**config.mk**
```make
export PLATFORM = sky130hd
export DESIGN_NAME = rr_bus_arbiter
export DESIGN_NICKNAME = d
export VERILOG_FILES = /design/src/rtl/rr_bus_arbiter.sv
export SDC_FILE = /design/constraint.sdc
export NUM_CORES = 1
export LEC_CHECK = 0
export CAP_MARGIN = 20
export CORE_ASPECT_RATIO = 1.4
export CORE_MARGIN = 4
export CORE_UTILIZATION = 45
export DETAILED_ROUTE_END_ITERATION = 6
export PLACE_DENSITY = 0.85
export SLEW_MARGIN = 20
export SYNTH_ARGS = -nofsm -noshare
export SYNTH_HDL_FRONTEND = slang
export SYNTH_SLANG_ARGS = --single-unit
```
**constraint.sdc**
```tcl
create_clock -name clk -period 1.8 [get_ports clk]
set_clock_uncertainty 0.2 [all_clocks]
set_input_delay 0.27 -clock clk [delete_from_list [all_inputs] [get_ports clk]]
set_output_delay 0.27 -clock clk [all_outputs]
set_load 0.01 [all_outputs]
```
**src/rtl/rr_bus_arbiter.sv**
```systemverilog
// Round-robin bus arbiter: grants one master at a time, holds the grant for the whole
// transaction, and releases on last, request withdrawal or watchdog timeout.
module rr_bus_arbiter #(
    parameter  int N_MASTERS = 4,
    parameter  int TIMEOUT   = 255,
    localparam int IDXW      = $clog2(N_MASTERS),
    localparam int CNTW      = $clog2(TIMEOUT + 1)
) (
    input  logic                 clk,
    input  logic                 rst,
    input  logic [N_MASTERS-1:0] req,
    input  logic                 last,
    output logic [N_MASTERS-1:0] grant,
    output logic [IDXW-1:0]      owner,
    output logic                 bus_busy,
    output logic                 timeout_err,
    output logic [1:0]           D_STATE,
    output logic [IDXW-1:0]      D_PTR
);

    typedef enum logic [1:0] {
        ST_IDLE    = 2'b00,
        ST_BUSY    = 2'b01,
        ST_RELEASE = 2'b10
    } state_t;

    localparam logic [N_MASTERS-1:0] GRANT_ONE = N_MASTERS'(1);
    localparam logic [CNTW-1:0]      CNT_LIMIT = CNTW'(TIMEOUT - 1);
    localparam logic [IDXW:0]        N_WIDE    = (IDXW + 1)'(N_MASTERS);

    state_t                 state_q;
    logic [N_MASTERS-1:0]   grant_q;
    logic [IDXW-1:0]        owner_q;
    logic                   bus_busy_q;
    logic                   timeout_err_q;
    logic [IDXW-1:0]        ptr_q;
    logic [CNTW-1:0]        cnt_q;

    logic [IDXW-1:0]        ptr_d;
    logic [IDXW-1:0]        sel_idx_d;
    logic                   sel_valid_d;

    // Candidate index for each offset from the pointer, wrapped explicitly so that
    // a non-power-of-two master count never selects a nonexistent requester.
    logic [IDXW:0]          cand_sum  [N_MASTERS];
    logic [IDXW-1:0]        cand_idx  [N_MASTERS];
    logic [N_MASTERS-1:0]   cand_req;

    for (genvar gi = 0; gi < N_MASTERS; gi++) begin : g_cand
        assign cand_sum[gi] = {1'b0, ptr_q} + (IDXW + 1)'(gi);
        assign cand_idx[gi] = (cand_sum[gi] >= N_WIDE) ? IDXW'(cand_sum[gi] - N_WIDE)
                                                       : cand_sum[gi][IDXW-1:0];
        assign cand_req[gi] = req[cand_idx[gi]];
    end

    // Scan from the farthest offset down so the closest asserted request wins.
    always_comb begin
        sel_idx_d   = '0;
        sel_valid_d = |req;
        for (int k = N_MASTERS - 1; k >= 0; k--) begin
            if (cand_req[k]) begin
                sel_idx_d = cand_idx[k];
            end
        end
    end

    assign ptr_d = (owner_q == IDXW'(N_MASTERS - 1)) ? '0 : owner_q + IDXW'(1);

    always_ff @(posedge clk or negedge rst) begin
        if (!rst) begin
            state_q       <= ST_IDLE;
            grant_q       <= '0;
            owner_q       <= '0;
            bus_busy_q    <= 1'b0;
            timeout_err_q <= 1'b0;
            ptr_q         <= '0;
            cnt_q         <= '0;
        end else begin
            case (state_q)
                ST_IDLE: begin
                    timeout_err_q <= 1'b0;
                    if (sel_valid_d) begin
                        grant_q    <= GRANT_ONE << sel_idx_d;
                        owner_q    <= sel_idx_d;
                        cnt_q      <= '0;
                        bus_busy_q <= 1'b1;
                        state_q    <= ST_BUSY;
                    end
                end
                ST_BUSY: begin
                    // A normal end of transaction outranks the watchdog in the same cycle.
                    if (last || !req[owner_q]) begin
                        grant_q       <= '0;
                        bus_busy_q    <= 1'b0;
                        timeout_err_q <= 1'b0;
                        state_q       <= ST_RELEASE;
                    end else if (cnt_q == CNT_LIMIT) begin
                        grant_q       <= '0;
                        bus_busy_q    <= 1'b0;
                        timeout_err_q <= 1'b1;
                        state_q       <= ST_RELEASE;
                    end else begin
                        cnt_q <= cnt_q + CNTW'(1);
                    end
                end
                ST_RELEASE: begin
                    ptr_q         <= ptr_d;
                    timeout_err_q <= 1'b0;
                    state_q       <= ST_IDLE;
                end
                default: begin
                    grant_q       <= '0;
                    bus_busy_q    <= 1'b0;
                    timeout_err_q <= 1'b0;
                    state_q       <= ST_IDLE;
                end
            endcase
        end
    end

    assign grant       = grant_q;
    assign owner       = owner_q;
    assign bus_busy    = bus_busy_q;
    assign timeout_err = timeout_err_q;
    assign D_STATE     = state_q;
    assign D_PTR       = ptr_q;

endmodule
```
==> impl_metrics.toml, run 1 <==
[run_status]
outcome = "finished with violations"
failed_checks = "negative setup slack"

[critical_path]
cp-end-kind = "flop"
arrival_ns = 1.89
critical-path-slowest-cell = "or4_4"
crit_path_max_incr_delay_ns = 0.43
path_cells = "inv_1 > ha_2 > and3_4 > a21bo_4 > or4_4 > a21oi_2"
cp_max_fo = 8
worstSetupPathType = "flop to flop"
required_ns = 1.84
crit_path_start_kind = "flop"

[die]
die_w_um = 48.7
core_area_mm2 = 0.00220
rows = 20
io-pin-count = 19
initial_core_util = 0.475
die_h_um = 65.0
die_area_mm2 = 0.00317

[synth]
synth.distinct_cells = 38
ys_top_cells_by_count = "dfrtp_1 (20), nand2_1 (7), a21oi_1 (5), inv_1 (5), mux2i_1 (5)"
async_flop_share = 1.00
yosys.area.top_type = "dfrtp_1"
synth_ff_type = "dfrtp_1"
synth_top_area_share = 0.478
synth.most_common_cell = "dfrtp_1"
syn_avg_cell_area_um2 = 10.7
synth_seq_area_share = 0.478
yosysWarnings = 0
ys_seq_elements = 20
synthTopCellsByArea = "dfrtp_1 (48%), mux2i_1 (4.8%), ha_1 (3.6%)"
synth.cell_area_mm2 = 0.00105
syn-num-nets = 108
synth_edf_count = 0
syn_inst = 98

[cts]
clk_latency_ns = 0.31
cts-root-buf = "clkbuf_4"
clkTransAtPathRegs_ns = 0.12
cts_buffer_depth = 2
cts-buffers-inserted = 3
cts_tree = "yes"
h-tree-depth = 1
ctsHoldBuffers = 0
clock_sinks = 20

[detailed_routing]
routed_wl_um = 3130
vias = 1021
drt_iter0_drc = 50
avgViaCountPerCell = 6.11
dr.pass1.iters = 4
drcViolationCount = 0
wl_per_cell_um = 18.8
ant_nets = 0

[global_routing]
grt_pass1_wl_um = 4710
grt_pass1_vias = 1014
grt_antenna_before_repair = 0
grt_max_degree = 21
gr-total-overflow = 0
grt_util_all_layers = 0.189

[sta]
finalCriticalPeriod_ns = 1.85
setup_slack_ns = -0.0548
worstMarginPinSlew_ns = 0.402
rsz0062_at_grt = "true"
fin_crit_sh = 1.03
finalMaxSlewViolations = 0
setup_viol_count_final = 4
slew-limit-headroom = 0.729
hold_viol = 0
worst_hold_slack_ns = 0.0833
fmax_mhz = 539

[cells_and_area]
fin_util = 0.701
final.fill_count = 137
drive_gt1_frac = 0.345
insertedDiodeCount = 0
nets = 156
final_area_mm2 = 0.00154
areaGrowthSynthToFinish_pct = 47.6

[hold_path]
hp-class = "input port to async pin"

[placement]
place_congestion = 0.859
post-dp-hpwl_um = 2170
dpl_cell_area_mm2 = 0.00143
place_ws_ns = -0.356
io_buffers = 18

[power]
ir_worst_vdd_v = 0.000783
p_leak_nw = 0.697
power_density_mw_per_mm2 = 1430

[flow_run]
maxCapViolCount = 0
## stage by stage
stage	setup TNS (ns)	instances	total power, mW
3_3_place_gp	-3.07	159	1.80
4_1_cts	-0.0663	165	2.11
6_report	-0.163	167	2.20
2_1_floorplan	0	98	1.23
5_1_grt	-0.697	167	2.34
3_5_place_dp	-4.44	159	1.86
## state kept, by name, indices dropped and copies added (netlist names)
signal,cells
owner,2
bus_busy,1
D_PTR,2
D_STATE,2
timeout_err,1
cnt_q,8
grant,4
## layout by cell type (no fill, tap or decap), types with 2 or more instances in the layout
cell / count
dfrtp_1: 17
nor3_1: 2
a21oi_1: 4
clkdlybuf4s50_1: 14
o31ai_1: 2
inv_1: 5
a21o_1: 3
mux2i_1: 5
ha_1: 2
o22ai_1: 4
dlygate4sd2_1: 3
mux2_2: 2
clkbuf_4: 3
o2bb2ai_1: 2
dfrtp_2: 3
nand2_1: 7
nor2_1: 3
nand3_1: 3
buf_4: 26
a22o_1: 2
nand2b_1: 3
## routing by layer
layer / share of wire / track usage / vias up
met2: 0.53 / 0.338 / 46
met4: 0.024 / 0.0909 / 0
met3: 0.054 / 0.0276 / 9
met5: 0 / 0 / -
met1: 0.39 / 0.217 / 500
li1: - / - / 466
## worst max-delay path, delay by kind of cell (launching register included)
family / cells / cell delay, ns
and+or+nand+nor: 2 / 0.59
DFF: 1 / 0.38
AOI/OAI and AO/OA: 2 / 0.37
adders and majority gates: 1 / 0.17
buffers and inverters: 1 / 0.06
## final cells by class
class | instances | area [um^2] | area share
well taps | 22 | 27.5 | 0.0178
clock buffers | 4 | 26.3 | 0.0170
multi-input cells | 72 | 593 | 0.384
repair buffers | 44 | 374 | 0.242
flip-flops and latches | 20 | 504 | 0.327
inverters | 5 | 18.8 | 0.0122
## cells by family after synthesis
group / Yosys count / share of synthesized area
AOI/OAI and AO/OA: 31 / 0.227
adders and majority gates: 3 / 0.0359
muxes: 7 / 0.0694
buffers and inverters: 6 / 0.0227
DFF: 20 / 0.478
and+or+nand+nor: 31 / 0.166
## timing repair
action                     CTS  global route
buffers inserted             2             2
pin swaps                    2             2
gates resized for setup     11             8
setup endpoints to repair   10            13
## report_power, final
part | internal, mW | switching (mW) | total, mW
sequential | 0.587 | 0.115 | 0.702
combinational | 0.691 | 0.581 | 1.27
clock | 0.0866 | 0.141 | 0.228
## path summary, 6_finish.rpt
check | cells past startpoint | endpoint | start | slack (ns)
max | 6 | cnt_q[6]$_DFFE_PN0P_ | cnt_q[0]$_DFFE_PN0P_ | -0.05
min | 2 | cnt_q[1]$_DFFE_PN0P_ | rst | 0.08
max reg2reg | 6 | cnt_q[6]$_DFFE_PN0P_ | cnt_q[0]$_DFFE_PN0P_ | -0.05
min reg2reg | 1 | bus_busy$_DFFE_PN0P_ | bus_busy$_DFFE_PN0P_ | 0.28
max in group asynchronous | 2 | owner[0]$_DFFE_PN0P_ | rst | 1.08
min in group clk | 1 | bus_busy$_DFFE_PN0P_ | bus_busy$_DFFE_PN0P_ | 0.28
Power figures use the tool's default switching activity.
==> run 2, diff against run 1 <==
--- a/config.mk
+++ b/config.mk
@@ -11,6 +11,7 @@
 export CORE_UTILIZATION = 45
 export DETAILED_ROUTE_END_ITERATION = 6
 export PLACE_DENSITY = 0.85
+export RECOVER_POWER = 50
 export SLEW_MARGIN = 20
 export SYNTH_ARGS = -nofsm -noshare
 export SYNTH_HDL_FRONTEND = slang
==> run 2 against run 1 <==
The flow still finishes with violations (negative setup slack). Sequential share of layout area up 0.16 points. Wire length shrank 0.86%. Clock power down 2%. Sequential cell count stayed put. Non-clock buffer count stayed put. Combinational power barely moved. Design area fell by 0.49%. Worst hold slack improved by 0.20 ns. Critical path depth stayed put. Utilization shrank 0.34 points. Via count is 0.69% higher. First-iteration DRC count is 8.0% lower. Highest routed layer unchanged.
==> impl_metrics.toml, run 2 (synthesis gave the netlist of run 1 again) <==
[run_status]
outcome = "finished with violations"
failed_checks = "negative setup slack"

[cts]
clock_sinks = 20
cts-root-buf = "clkbuf_4"
cts_buffer_depth = 2
h-tree-depth = 1
ctsHoldBuffers = 0
cts_tree = "yes"
cts-buffers-inserted = 3
clkTransAtPathRegs_ns = 0.11
clk_latency_ns = 0.31

[sta]
finalCriticalPeriod_ns = 1.85
setup_viol_count_final = 4
hold_viol = 0
setup_slack_ns = -0.0531
slew-limit-headroom = 0.282
worstMarginPinSlew_ns = 1.08
fmax_mhz = 540
finalMaxSlewViolations = 0
fin_crit_sh = 1.03
rsz0062_at_grt = "true"

[placement]
place_congestion = 0.859
io_buffers = 18
place_ws_ns = -0.356
placed_cells = 159
dpl_cell_area_mm2 = 0.00143
post-dp-hpwl_um = 2170

[cells_and_area]
drive_gt1_frac = 0.331
final_area_mm2 = 0.00154
final_cell_mix = "buf_4 (24), dfrtp_1 (17), clkdlybuf4s50_1 (13)"
areaGrowthSynthToFinish_pct = 46.9
stdcell_count = 167
fin_util = 0.698
nets = 156
insertedDiodeCount = 0
final_common_cell = "buf_4"
largest_register_ffs = 8
top_register = "cnt_q"

[detailed_routing]
vias = 1028
drt_iter0_drc = 46
dr.pass1.iters = 4
wl_per_cell_um = 18.6
ant_nets = 0
avgViaCountPerCell = 6.16
routed_wl_um = 3110
drcViolationCount = 0

[die]
initial_core_util = 0.475
die_area_mm2 = 0.00317
core_area_mm2 = 0.00220
die_h_um = 65.0
rows = 20
die_w_um = 48.7
io-pin-count = 19

[critical_path]
required_ns = 1.84
crit_family = "simple AND/OR/NAND/NOR gates"
crit_path_max_incr_delay_ns = 0.43
path_buf_inv = 1
path_cells = "inv_1 > ha_2 > and3_4 > a21bo_4 > or4_4 > a21oi_2"
cp-end-kind = "flop"
critical-path-slowest-cell = "or4_4"
worstSetupPathType = "flop to flop"
arrival_ns = 1.89
cp_max_fo = 8
crit_path_start_kind = "flop"

[flow_run]
maxCapViolCount = 0

[power]
ir_worst_vdd_v = 0.000777
p_leak_nw = 0.690
power_density_mw_per_mm2 = 1420

[global_routing]
grt_antenna_before_repair = 0
grt_pass1_wl_um = 4710
grt_util_all_layers = 0.189
grt_max_degree = 21
grt_pass1_vias = 1014
gr-total-overflow = 0

[hold_path]
hp-class = "flop to flop"
## run 2: through the flow
| stage | hold WS, ns | TNS [ns] | power, mW |
|---|---|---|---|
| after floorplan | -0.226 | 0 | 1.23 |
| after global placement | 0.271 | -3.07 | 1.80 |
| after detailed placement | 0.264 | -4.44 | 1.86 |
| after CTS | 0.0958 | -0.0663 | 2.11 |
| after global routing | 0.331 | -0.809 | 2.33 |
| final | 0.284 | -0.160 | 2.19 |
## run 2: layer usage
metal / vias up / share of wire / track usage
met1: 501 / 0.39 / 0.217
li1: 468 / - / -
met2: 50 / 0.53 / 0.338
met3: 9 / 0.051 / 0.0276
met4: 0 / 0.023 / 0.0909
met5: - / 0 / 0
## run 2: final timing paths
path | from | endpoint | slack, ns | cells after the start
max in group asynchronous | rst | owner[0]$_DFFE_PN0P_ | 0.21 | 2
worst min register to register | bus_busy$_DFFE_PN0P_ | bus_busy$_DFFE_PN0P_ | 0.28 | 1
worst max-delay path | cnt_q[0]$_DFFE_PN0P_ | cnt_q[6]$_DFFE_PN0P_ | -0.05 | 6
worst min-delay path | bus_busy$_DFFE_PN0P_ | bus_busy$_DFFE_PN0P_ | 0.28 | 1
worst max register to register | cnt_q[0]$_DFFE_PN0P_ | cnt_q[6]$_DFFE_PN0P_ | -0.05 | 6
min in group asynchronous | rst | cnt_q[1]$_DFFE_PN0P_ | 0.46 | 2
## run 2: power by group
| part | switching (mW) | internal, mW | leakage (nW) | total (mW) |
|---|---|---|---|---|
| clock network | 0.137 | 0.0865 | 0.0150 | 0.224 |
| registers | 0.114 | 0.587 | 0.261 | 0.701 |
| logic | 0.583 | 0.682 | 0.414 | 1.26 |
| total | 0.834 | 1.36 | 0.690 | 2.19 |
## run 2: cell type report
cell class	count	area, um^2
Tap cell	22	27.5
Multi-Input combinational cell	72	593
Timing Repair Buffer	44	367
Clock buffer	4	26.3
Sequential cell	20	504
Inverter	5	18.8
Fill cell	140	666
## run 2: timing repair
action	in CTS	in global routing
setup buffers	2	2
pin swaps	2	2
gates cloned	0	0
gates resized for setup	11	8
setup endpoints to repair	10	13
